**config.mk**
```make
export PLATFORM = sky130hd
export DESIGN_NAME = decode_stage
export DESIGN_NICKNAME = d
export VERILOG_FILES = /design/src/rtl/decode_stage_pkg.sv /design/src/rtl/decode_stage_rs_usage_decoder.sv /design/src/rtl/decode_stage.sv
export SDC_FILE = /design/constraint.sdc
export NUM_CORES = 1
export LEC_CHECK = 0
export CORE_MARGIN = 1
export CORE_UTILIZATION = 35
export CTS_CLUSTER_DIAMETER = 30
export DETAILED_ROUTE_END_ITERATION = 8
export PLACE_DENSITY = 0.71
export SLEW_MARGIN = 20
export SYNTH_ARGS = -nofsm -noshare
export SYNTH_HDL_FRONTEND = slang
export SYNTH_HIERARCHICAL = 1
export SYNTH_SLANG_ARGS = --single-unit
```
**constraint.sdc**
```tcl
create_clock -name clk -period 6.07 [get_ports clk]
set_input_delay 0.607 -clock clk [delete_from_list [all_inputs] [get_ports clk]]
set_output_delay 0.607 -clock clk [all_outputs]
set_load 0.02 [all_outputs]
```
**src/rtl/decode_stage_pkg.sv**
```systemverilog
// Shared constants and types for the IF/ID decode stage.
package decode_stage_pkg;

  localparam int unsigned XLEN = 64;
  localparam logic [31:0] NOP  = 32'h0000_0013;

  localparam logic [6:0] OP_R      = 7'b0110011;
  localparam logic [6:0] OP_IMM    = 7'b0010011;
  localparam logic [6:0] OP_LOAD   = 7'b0000011;
  localparam logic [6:0] OP_STORE  = 7'b0100011;
  localparam logic [6:0] OP_BRANCH = 7'b1100011;
  localparam logic [6:0] OP_JAL    = 7'b1101111;
  localparam logic [6:0] OP_JALR   = 7'b1100111;
  localparam logic [6:0] OP_LUI    = 7'b0110111;
  localparam logic [6:0] OP_AUIPC  = 7'b0010111;

  // Describes the instruction issued to execute on the previous cycle.
  typedef struct packed {
    logic       valid;
    logic       is_load;
    logic [4:0] rd;
  } ex_tag_t;

endpackage

```
**src/rtl/decode_stage_rs_usage_decoder.sv**
```systemverilog
// Combinational opcode decode: which source registers an instruction reads.
module rs_usage_decoder
  import decode_stage_pkg::*;
(
  input  logic [6:0] opcode_i,
  output logic       uses_rs1_o,
  output logic       uses_rs2_o
);

  always_comb begin
    uses_rs1_o = 1'b0;
    uses_rs2_o = 1'b0;
    case (opcode_i)
      OP_R, OP_STORE, OP_BRANCH: begin
        uses_rs1_o = 1'b1;
        uses_rs2_o = 1'b1;
      end
      OP_IMM, OP_LOAD, OP_JALR: begin
        uses_rs1_o = 1'b1;
      end
      default: ;
    endcase
  end

endmodule

```
**src/rtl/decode_stage.sv**
```systemverilog
// IF/ID pipeline register with field split, load-use hazard stall and branch flush.
module decode_stage
  import decode_stage_pkg::*;
(
  input  logic            clk,
  input  logic            reset,
  input  logic [31:0]     if_instruction,
  input  logic [XLEN-1:0] if_immediate,
  input  logic [XLEN-1:0] if_pc,
  input  logic            if_valid,
  input  logic            flush,
  output logic            stall_if,
  output logic            id_valid,
  output logic            issue_valid,
  output logic [31:0]     id_instruction,
  output logic [XLEN-1:0] id_immediate,
  output logic [XLEN-1:0] id_pc,
  output logic [6:0]      id_opcode,
  output logic [4:0]      id_rd,
  output logic [2:0]      id_funct3,
  output logic [4:0]      id_rs1,
  output logic [4:0]      id_rs2,
  output logic [6:0]      id_funct7,
  output logic [31:0]     stall_count
);

  logic            id_valid_q;
  logic [31:0]     id_instr_q;
  logic [XLEN-1:0] id_imm_q;
  logic [XLEN-1:0] id_pc_q;
  ex_tag_t         tag_q;
  logic [31:0]     stall_count_q;

  logic uses_rs1;
  logic uses_rs2;
  logic rs1_hit;
  logic rs2_hit;
  logic hazard;

  rs_usage_decoder u_rs_usage (
    .opcode_i   (id_instr_q[6:0]),
    .uses_rs1_o (uses_rs1),
    .uses_rs2_o (uses_rs2)
  );

  assign rs1_hit = uses_rs1 & (id_instr_q[19:15] == tag_q.rd);
  assign rs2_hit = uses_rs2 & (id_instr_q[24:20] == tag_q.rd);
  // Only register state feeds the hazard, so stall_if never depends on fetch inputs.
  assign hazard  = id_valid_q & tag_q.valid & tag_q.is_load & (tag_q.rd != 5'd0) &
                   (rs1_hit | rs2_hit);

  assign stall_if    = hazard & ~flush;
  assign issue_valid = id_valid_q & ~stall_if & ~flush;

  always_ff @(posedge clk) begin
    if (reset) begin
      id_valid_q    <= 1'b0;
      id_instr_q    <= NOP;
      id_imm_q      <= '0;
      id_pc_q       <= '0;
      tag_q         <= '0;
      stall_count_q <= '0;
    end else if (flush) begin
      id_valid_q  <= 1'b0;
      id_instr_q  <= NOP;
      tag_q.valid <= 1'b0;
    end else if (stall_if) begin
      // Hold ID and send a bubble; clearing the tag guarantees a one-cycle stall.
      tag_q.valid   <= 1'b0;
      stall_count_q <= stall_count_q + 32'd1;
    end else begin
      id_valid_q    <= if_valid;
      id_instr_q    <= if_valid ? if_instruction : NOP;
      id_imm_q      <= if_immediate;
      id_pc_q       <= if_pc;
      tag_q.valid   <= id_valid_q;
      tag_q.is_load <= (id_instr_q[6:0] == OP_LOAD);
      tag_q.rd      <= id_instr_q[11:7];
    end
  end

  assign id_valid       = id_valid_q;
  assign id_instruction = id_instr_q;
  assign id_immediate   = id_imm_q;
  assign id_pc          = id_pc_q;
  assign id_opcode      = id_instr_q[6:0];
  assign id_rd          = id_instr_q[11:7];
  assign id_funct3      = id_instr_q[14:12];
  assign id_rs1         = id_instr_q[19:15];
  assign id_rs2         = id_instr_q[24:20];
  assign id_funct7      = id_instr_q[31:25];
  assign stall_count    = stall_count_q;

endmodule

```
==> results of run 1 <==
-- Yosys cell counts (all sizes together), types with 8 or more instances --
cell type    n
nand3       48
nor3         9
or2          9
nor2b       16
dfxtp      200
mux2        17
mux2i       34
nor4        12
a211o      128
nor2        31
buf         85
or4         10
nand4       15
clkbuf     110
a32o       129
xnor2       10
and3       131
a21oi        8
nand2       45
and4       132
-- final cells by class --
cell class                      instances  area [um2]  share of cell area (%)
Clock inverter                         15         209                    1.33
Timing Repair Buffer                  404        4040                    25.6
Clock buffer                           17         425                    2.70
Tap cell                              442         553                    3.51
Inverter                                7        35.0                   0.222
Sequential cell                       200        4000                    25.4
Multi-Input combinational cell        830        6490                    41.2
-- kinds of logic (layout without fill, tap and decap cells) --
| kind of cell | Yosys count | after routing |
|---|---|---|
| muxes | 51 | 51 |
| adders and majority gates | 1 | 1 |
| and+or+nand+nor | 466 | 466 |
| DFF | 200 | 200 |
| AOI/OAI and AO/OA | 302 | 302 |
| xor gates and xnor gates | 10 | 10 |
| buffers and inverters | 202 | 443 |
-- through the flow --
step,worst slack (ns),cells
after floorplan,3.52,1232
after global placement,2.22,1883
after detailed placement,2.24,1883
after CTS,2.17,1915
after global routing,2.03,1915
final,2.26,1915
-- path summary, 6_finish.rpt --
| check | cells past startpoint | endpoint |
|---|---|---|
| min reg2reg | 2 | id_instruction[29] |
| min | 2 | id_instruction[29] |
| max reg2reg | 6 | id_immediate[41] |
| max | 5 | issue_valid |
-- worst reg2reg max path: stages, from the launching register on --
cell     delay, ns
dfxtp_1       0.54
xnor2_1       0.11
nand4_1       0.20
o22a_4        0.73
buf_4         0.71
buf_4         0.71
a211o_1       0.24
-- sequential cells by signal (all words and copies together), names as in the netlist --
register and cells:
id_immediate 64, id_pc 64, id_instruction 32, stall_count 32, tag_q 7, id_valid 1
-- power by group through the flow --
stage | sequential (mW) | combinational (mW) | clock (mW)
5_1_grt | 1.49 | 0.920 | 1.35
4_1_cts | 1.48 | 0.870 | 1.30
2_1_floorplan | 1.61 | 0.361 | 0
3_5_place_dp | 1.51 | 0.866 | 0
6_report | 1.48 | 0.867 | 1.26
3_3_place_gp | 1.50 | 0.861 | 0
-- metal layers --
metal	share of wire (%)	track usage [%]	vias up
li1	-	-	5352
met1	44	28.2	5543
met2	47	33.2	389
met3	7.2	6.29	46
met4	2.0	7.43	0
met5	0	0	-
==> flow_metrics.py, run 1 <==
metrics = {
    "status": {
        "status": "complete, no violations",
    },
    "pwr": {
        "switchingPower_mw": 1.13,
        "power.density_mw_per_mm2": 229,
        "ir_drop_v": 0.000180,
        "internal_power_mw": 2.48,
        "seqPwrFrac_pct": 41.0,
        "p_sw_share_pct": 31.2,
        "total_power_mw": 3.61,
        "combPwrFrac_pct": 24.0,
        "power_frac_clock_pct": 35.0,
        "leakagePower_nw": 6.62,
    },
    "global_routing": {
        "antenna_found_initial": 0,
        "overflow": 0,
        "grt_pass1_wl_um": 58200,
        "gr-usage-all-layers_pct": 21.4,
        "grt_pass1_vias": 10430,
        "grt_max_degree": 208,
    },
    "logic_synthesis": {
        "ys_top_cells_by_area": "dfxtp_1 (35%), a32o_1 (11%), and4_1 (10%)",
        "synth_top_area_share_pct": 34.8,
        "ys_types": 49,
        "yosysSeqAreaShare_pct": 34.8,
        "synth_compound_area_share_pct": 24.2,
        "syn_inst": 1232,
        "synth_flop_cell": "dfxtp_1",
        "synth_edf_count": 0,
        "yosys_warnings": 6,
        "synthesis.nets": 1397,
        "ys_seq_elements": 200,
        "synth_xor_area_share_pct": 0.761,
        "synth-adder-area-share_pct": 0.109,
        "async_flop_share_pct": 0,
        "yosys.area_share.simple_pct": 26.4,
        "post_synth.cell_area_avg_um2": 9.35,
        "synth_top_area_cell": "dfxtp_1",
        "synthMuxAreaShare_pct": 4.62,
        "netlist_area_mm2": 0.0115,
        "synth_top_family_by_area": "simple AND/OR/NAND/NOR gates",
    },
    "cts": {
        "clkTransAtPathRegs_ns": 0.08,
        "clkSinkCount": 200,
        "cts_tree": "done",
        "cts_buffers": 17,
        "cts_htree_levels": 4,
        "post-cts-setup-buffers": 0,
        "clockBufferDepth": 2,
        "cts-root-buf": "clkbuf_16",
        "cts_hold_buf": 0,
        "cts_resized": 0,
        "clk_latency_ns": 0.46,
    },
    "timing": {
        "rsz0062_at_grt": "no",
        "skew_ns": 0.0180,
        "post-route-period-util_pct": 62.8,
        "timing.fmax_mhz": 262,
        "slew_viol_final": 0,
        "hold_viol": 0,
        "holdWs_ns": 0.488,
        "setup_viol": 0,
        "finalCriticalPeriod_ns": 3.81,
        "worst_pin_slew_ns": 0.956,
        "fin_tns_setup_ns": 0,
        "slew_headroom_pct": 36.3,
    },
    "critical_path": {
        "path_buf_inv": 1,
        "r2r_slack_ns": 2.76,
        "critPathRequiredTime_ns": 5.46,
        "slowest_stage": "o21a_4",
        "startpoint": "id_valid",
        "cp-end-kind": "output pin",
        "arrival_ns": 3.20,
        "crit_top_cell": "and3_1",
        "worstSetupPathType": "reg -> out",
        "r2r_start": "tag_q[3]",
        "worstPathCellList": "and3_1 -> o21a_4 -> nand2_1 -> and3_1 -> clkdlybuf4s50_1",
        "critPathMaxStageDelay_ns": 0.73,
        "critPathTopFamily": "simple AND/OR/NAND/NOR gates",
        "start_kind": "register",
        "crit_path_max_fanout": 79,
    },
    "cells_and_area": {
        "diodes": 0,
        "drive_gt1_share_pct": 5.77,
        "utilization_pct": 48.6,
        "layout_commonest_cell": "clkdlybuf4s50_1",
        "mostFrequentLayoutCells": "clkdlybuf4s50_1 (388), dfxtp_1 (200), and3_1 (131), and4_1 (131), a32o_1 (129)",
        "final_nets": 1625,
        "stdcell_area_mm2": 0.0158,
        "fill_cells": 3022,
        "area_growth_pct": 36.9,
    },
    "floorplanning": {
        "rows": 66,
        "core_area_mm2": 0.0325,
        "fp.dieH_um": 183,
        "die_w_um": 183,
        "die_area_mm2": 0.0336,
        "initial_core_util_pct": 35.5,
        "io_pins": 391,
    },
    "min_path": {
        "hold_start": "id_instruction[29]",
        "hold_class": "reg -> reg",
    },
    "place": {
        "gp_congestion": 0.821,
        "hpwl_um": 22700,
        "dpl_cell_area_mm2": 0.0151,
        "io_buffer_count": 390,
    },
    "routing": {
        "firstDrtPassIters": 5,
        "route.vias.total": 11330,
        "wl_um": 37500,
        "wl_per_cell_um": 19.6,
        "via_per_inst": 5.92,
        "drt-initial-drc-count": 1094,
        "ant_nets": 0,
        "drc_errors": 0,
    },
    "run": {
        "cap_violations": 0,
    },
}
(Power assumes the default switching activity.)
==> run 2, diff against run 1 <==
- PLACE_DENSITY: 0.71 -> 0.74
- clock period: 6.07 -> 3.2 ns (I/O delays scaled with it)
==> run 2 against run 1 <==
Sequential share of layout area down 0.13 points. Power up 86%. Die area unchanged. First-iteration DRC count down 7.4%. Clock power up 77%. Register-to-register slack worse by 2.1 ns. Sequential power up 90%. Combinational power up 91%. Wire length up 1.5%. Via count up 0.86%. Core utilization up 0.26 points. Critical path type unchanged.
==> flow_metrics.py, run 2 (synthesized netlist as in run 1, its figures left out) <==
metrics = {
    "pwr": {
        "ir_drop_v": 0.000338,
        "p_sw_share_pct": 31.9,
        "power.density_mw_per_mm2": 423,
        "internal_power_mw": 4.57,
        "combPwrFrac_pct": 24.8,
        "leakagePower_nw": 6.66,
        "power_frac_clock_pct": 33.3,
        "seqPwrFrac_pct": 41.9,
        "switchingPower_mw": 2.14,
    },
    "routing": {
        "wl_met1_um": 16900,
        "route.vias.total": 11428,
        "firstDrtPassIters": 5,
        "dr_wl_met2_um": 17500,
        "wl_met3_um": 2770,
        "wl_per_cell_um": 19.8,
        "via_per_inst": 5.94,
        "drc_errors": 0,
        "ant_nets": 0,
        "top_layer": "met4",
        "drt-initial-drc-count": 1013,
        "wl_um": 38100,
    },
    "floorplanning": {
        "rows": 66,
        "fp.dieH_um": 183,
        "initial_core_util_pct": 35.5,
        "die_w_um": 183,
        "core_area_mm2": 0.0325,
        "die_area_mm2": 0.0336,
        "io_pins": 391,
    },
    "cts": {
        "cts_tree": "done",
        "cts_buffers": 17,
        "clk_latency_ns": 0.45,
        "cts_hold_buf": 0,
        "cts_resized": 0,
        "clockBufferDepth": 2,
        "cts-root-buf": "clkbuf_16",
        "cts_htree_levels": 4,
        "clkSinkCount": 200,
        "clkTransAtPathRegs_ns": 0.08,
        "post-cts-setup-buffers": 0,
    },
    "cells_and_area": {
        "mostFrequentLayoutCells": "clkdlybuf4s50_1 (388), dfxtp_1 (200), and3_1 (131), and4_1 (131), a32o_1 (129)",
        "utilization_pct": 48.8,
        "final_nets": 1634,
        "area_growth_pct": 37.6,
        "diodes": 0,
        "drive_gt1_share_pct": 6.34,
        "layout_commonest_cell": "clkdlybuf4s50_1",
    },
    "timing": {
        "finalCriticalPeriod_ns": 3.01,
        "slew_viol_final": 0,
        "setup_viol": 0,
        "post-route-period-util_pct": 94.2,
        "holdWs_ns": 0.368,
        "slew_headroom_pct": 24.5,
        "hold_viol": 0,
        "skew_ns": 0.0135,
        "rsz0062_at_grt": "no",
        "fin_tns_setup_ns": 0,
        "fin_ws_ns": 0.187,
        "worst_pin_slew_ns": 1.13,
        "timing.fmax_mhz": 332,
    },
    "critical_path": {
        "ff2ff_path_depth": 6,
        "critPathRequiredTime_ns": 2.88,
        "arrival_ns": 2.69,
        "crit_path_max_fanout": 6,
        "start_kind": "register",
        "cp-end-kind": "output pin",
        "worstSetupPathType": "reg -> out",
    },
    "global_routing": {
        "grt_pass1_vias": 10491,
        "overflow": 0,
        "gr-usage-all-layers_pct": 21.6,
        "grt_pass1_wl_um": 58800,
        "antenna_found_initial": 0,
        "grt_max_degree": 147,
    },
    "min_path": {
        "hold_path_depth": 3,
        "hold_class": "in -> reg",
    },
    "place": {
        "gp_congestion": 0.856,
        "io_buffer_count": 390,
        "hpwl_um": 23500,
        "post-place-ws_ns": 0.689,
    },
    "status": {
        "status": "complete, no violations",
    },
    "run": {
        "cap_violations": 0,
    },
}
==> run 2: changes by cell type in the layout (fill, tap and decap cells not counted), sizes merged <==
cell / change
buf: +9
clkinv: +3
bufinv: -2
inv: -1
==> run 2: power by group through the flow <==
stage	Clock, mW	Combinational [mW]	Sequential (mW)
3_3_place_gp	0	1.65	2.85
2_1_floorplan	0	0.685	3.06
4_1_cts	2.29	1.67	2.81
3_5_place_dp	0	1.66	2.86
6_report	2.23	1.66	2.81
5_1_grt	2.38	1.76	2.84
==> run 2: layout make-up <==
cell class | instances | area [um2]
inverter | 7 | 35.0
multi-input combinational | 830 | 6490
tap | 442 | 553
sequential | 200 | 4000
fill | 3010 | 16600
timing repair buffer | 413 | 4170
clock buffer | 17 | 425
clock inverter | 15 | 163
==> run 2: worst paths after layout <==
check	start	end	slack, ns
setup / recovery	id_instruction[1]	issue_valid	0.19
hold / removal	flush	stall_count[0]	0.37
setup reg to reg	id_instruction[1]	id_immediate[3]	0.66
hold reg to reg	id_instruction[26]	id_instruction[26]	0.48
==> run 2: metrics by stage <==
step | power, mW | std cells | instance area, um2
2_1_floorplan | 3.75 | 1232 | 11500
3_3_place_gp | 4.50 | 1892 | 15300
3_5_place_dp | 4.52 | 1892 | 15300
4_1_cts | 6.77 | 1924 | 15800
5_1_grt | 6.97 | 1924 | 15800
6_report | 6.70 | 1924 | 15800
==> run 2: critical path: stages, from the launching register on <==
cell	delay, ns
dfxtp_1	0.45
nand3b_4	0.11
a2111oi_2	0.34
nand2_1	0.19
o22ai_4	0.17
nand2_1	0.20
and3_1	0.24
clkdlybuf4s50_1	0.53
==> run 2: metal layers <==
layer,up-vias,GRT usage [%]
met3,56,5.94
li1,5370,-
met4,0,8.20
met5,-,0
met1,5621,28.6
met2,381,33.1
==> run 3, diff against run 2 <==
--- a/config.mk
+++ b/config.mk
@@ -11,4 +11,5 @@
 export DETAILED_ROUTE_END_ITERATION = 8
 export PLACE_DENSITY = 0.74
+export RECOVER_POWER = 50
 export SLEW_MARGIN = 20
 export SYNTH_ARGS = -nofsm -noshare
==> constraint.sdc (replaced) <==
create_clock -name clk -period 3.2 [get_ports clk]
set_input_delay 0.64 -clock clk [delete_from_list [all_inputs] [get_ports clk]]
set_output_delay 0.64 -clock clk [all_outputs]
set_load 0.02 [all_outputs]
==> run 3 against run 2 <==
Non-clock buffer count is 3 higher. Final cell count grew 0.16%. Sequential power about the same. Clock power is essentially flat. Clock-buffer cell count grew 2. Core utilization is 0.073 points higher. Critical path depth did not move. Register-to-register slack worse by 0.31 ns. Worst hold slack better by 0.11 ns. Critical endpoint unchanged. Largest power group unchanged. Highest routed layer is now met5.
==> flow_metrics.py, run 3 (synthesized netlist as in run 1, its figures left out) <==
metrics = {
    "status": {
        "status": "complete, no violations",
    },
    "critical_path": {
        "crit_top_cell": "nand2_1",
        "critPathTopFamily": "simple AND/OR/NAND/NOR gates",
        "cp-end-kind": "output pin",
        "worstPathCellList": "nand3b_4 -> a2111oi_2 -> nand2_1 -> o22ai_4 -> nand2_1 -> and3_1 -> dlygate4sd2_1",
        "startpoint": "id_instruction[1]",
        "critPathMaxStageDelay_ns": 0.44,
        "critPathRequiredTime_ns": 2.56,
        "path_buf_inv": 1,
        "start_kind": "register",
        "r2r_start": "id_instruction[1]",
        "arrival_ns": 2.37,
        "worstSetupPathType": "reg -> out",
        "slowest_stage": "dfxtp_1",
        "crit_path_max_fanout": 6,
    },
    "floorplanning": {
        "die_w_um": 183,
        "rows": 66,
        "io_pins": 391,
        "die_area_mm2": 0.0336,
        "core_area_mm2": 0.0325,
        "fp.dieH_um": 183,
        "initial_core_util_pct": 35.5,
    },
    "routing": {
        "wl_um": 38200,
        "firstDrtPassIters": 5,
        "wl_per_cell_um": 19.8,
        "drt-initial-drc-count": 913,
        "via_per_inst": 5.92,
        "drc_errors": 0,
        "ant_nets": 0,
        "route.vias.total": 11400,
    },
    "cts": {
        "cts_hold_buf": 0,
        "clockBufferDepth": 2,
        "clkSinkCount": 200,
        "cts_tree": "done",
        "cts-root-buf": "clkbuf_16",
        "cts_buffers": 17,
        "clk_latency_ns": 0.45,
        "post-cts-setup-buffers": 0,
        "cts_htree_levels": 4,
        "clkTransAtPathRegs_ns": 0.08,
    },
    "pwr": {
        "power.density_mw_per_mm2": 416,
        "total_power_mw": 6.61,
        "ir_drop_v": 0.000409,
        "leakagePower_nw": 7.21,
    },
    "cells_and_area": {
        "drive_gt1_share_pct": 6.53,
        "final_nets": 1637,
        "instances_no_fill": 1927,
        "mostFrequentLayoutCells": "dlygate4sd3_1 (212), dfxtp_1 (200), clkdlybuf4s50_1 (174)",
        "area_growth_pct": 37.8,
        "layout_commonest_cell": "dlygate4sd3_1",
        "diodes": 0,
    },
    "place": {
        "dp.cells": 1895,
        "hpwl_um": 23800,
        "io_buffer_count": 390,
        "gp_congestion": 0.899,
    },
    "timing": {
        "setup_viol": 0,
        "finalCriticalPeriod_ns": 3.01,
        "slew_viol_final": 0,
        "hold_viol": 0,
        "fin_tns_setup_ns": 0,
        "slew_headroom_pct": 20.1,
        "rsz0062_at_grt": "no",
        "worst_pin_slew_ns": 1.20,
        "post-route-period-util_pct": 94.0,
        "skew_ns": 0.0119,
        "timing.fmax_mhz": 333,
    },
    "global_routing": {
        "antenna_found_initial": 1,
        "grt_pass1_vias": 10533,
        "overflow": 0,
        "grt_pass1_wl_um": 58700,
        "grt_max_degree": 147,
        "gr-usage-all-layers_pct": 21.6,
    },
    "min_path": {
        "hold_start": "id_instruction[26]",
        "hold_class": "reg -> reg",
    },
    "run": {
        "cap_violations": 0,
    },
}
[run 3: per-stage QoR]
step | setup WS [ns] | hold slack [ns] | instance area [um2] | utilization, %
5_1_grt | 0.0319 | 0.508 | 15900 | 48.9
4_1_cts | 0.158 | 0.488 | 15900 | 48.9
3_3_place_gp | 0.405 | 0.464 | 15300 | 47.1
2_1_floorplan | 0.620 | 0.461 | 11500 | -
3_5_place_dp | 0.369 | 0.477 | 15300 | 47.1
6_report | 0.193 | 0.477 | 15900 | 48.9
[run 3: what timing repair did]
action | in CTS | in global routing
setup endpoints to repair | 2 | 0
resized for setup | 2 | 0
endpoints found under the hold margin | 0 | 0
[run 3: area by class of cell]
class	instances	area (um2)
Clock buffer	19	453
Clock inverter	13	134
Fill cell	2987	16600
Inverter	7	35.0
Multi-Input combinational cell	830	6490
Sequential cell	200	4000
Tap cell	442	553
Timing Repair Buffer	416	4200
[run 3: where the power goes]
part	switching [mW]	total (mW)	leakage, nW	internal, mW
clock network	1.08	2.21	0.284	1.14
registers	0.130	2.80	1.65	2.67
logic	0.878	1.59	5.28	0.714
total	2.08	6.61	7.21	4.52
[run 3: worst min-delay path, delay by kind of cell (launching register included)]
kind	cells	cell delay, ns
and+or+nand+nor	1	0.06
DFF	1	0.32
muxes	1	0.06
[run 3: per-layer routing]
metal	vias up	track usage [%]	wire length (um)
li1	5373	-	-
met1	5568	28.6	16900
met2	398	33.5	17500
met3	59	6.20	2910
met4	2	7.20	886
met5	-	0	13
[run 3: final timing paths]
check / to / slack (ns) / cells past startpoint
max: issue_valid / 0.19 / 7
max reg2reg: id_pc[43] / 0.35 / 8
min: id_instruction[26] / 0.48 / 2
min reg2reg: id_instruction[26] / 0.48 / 2
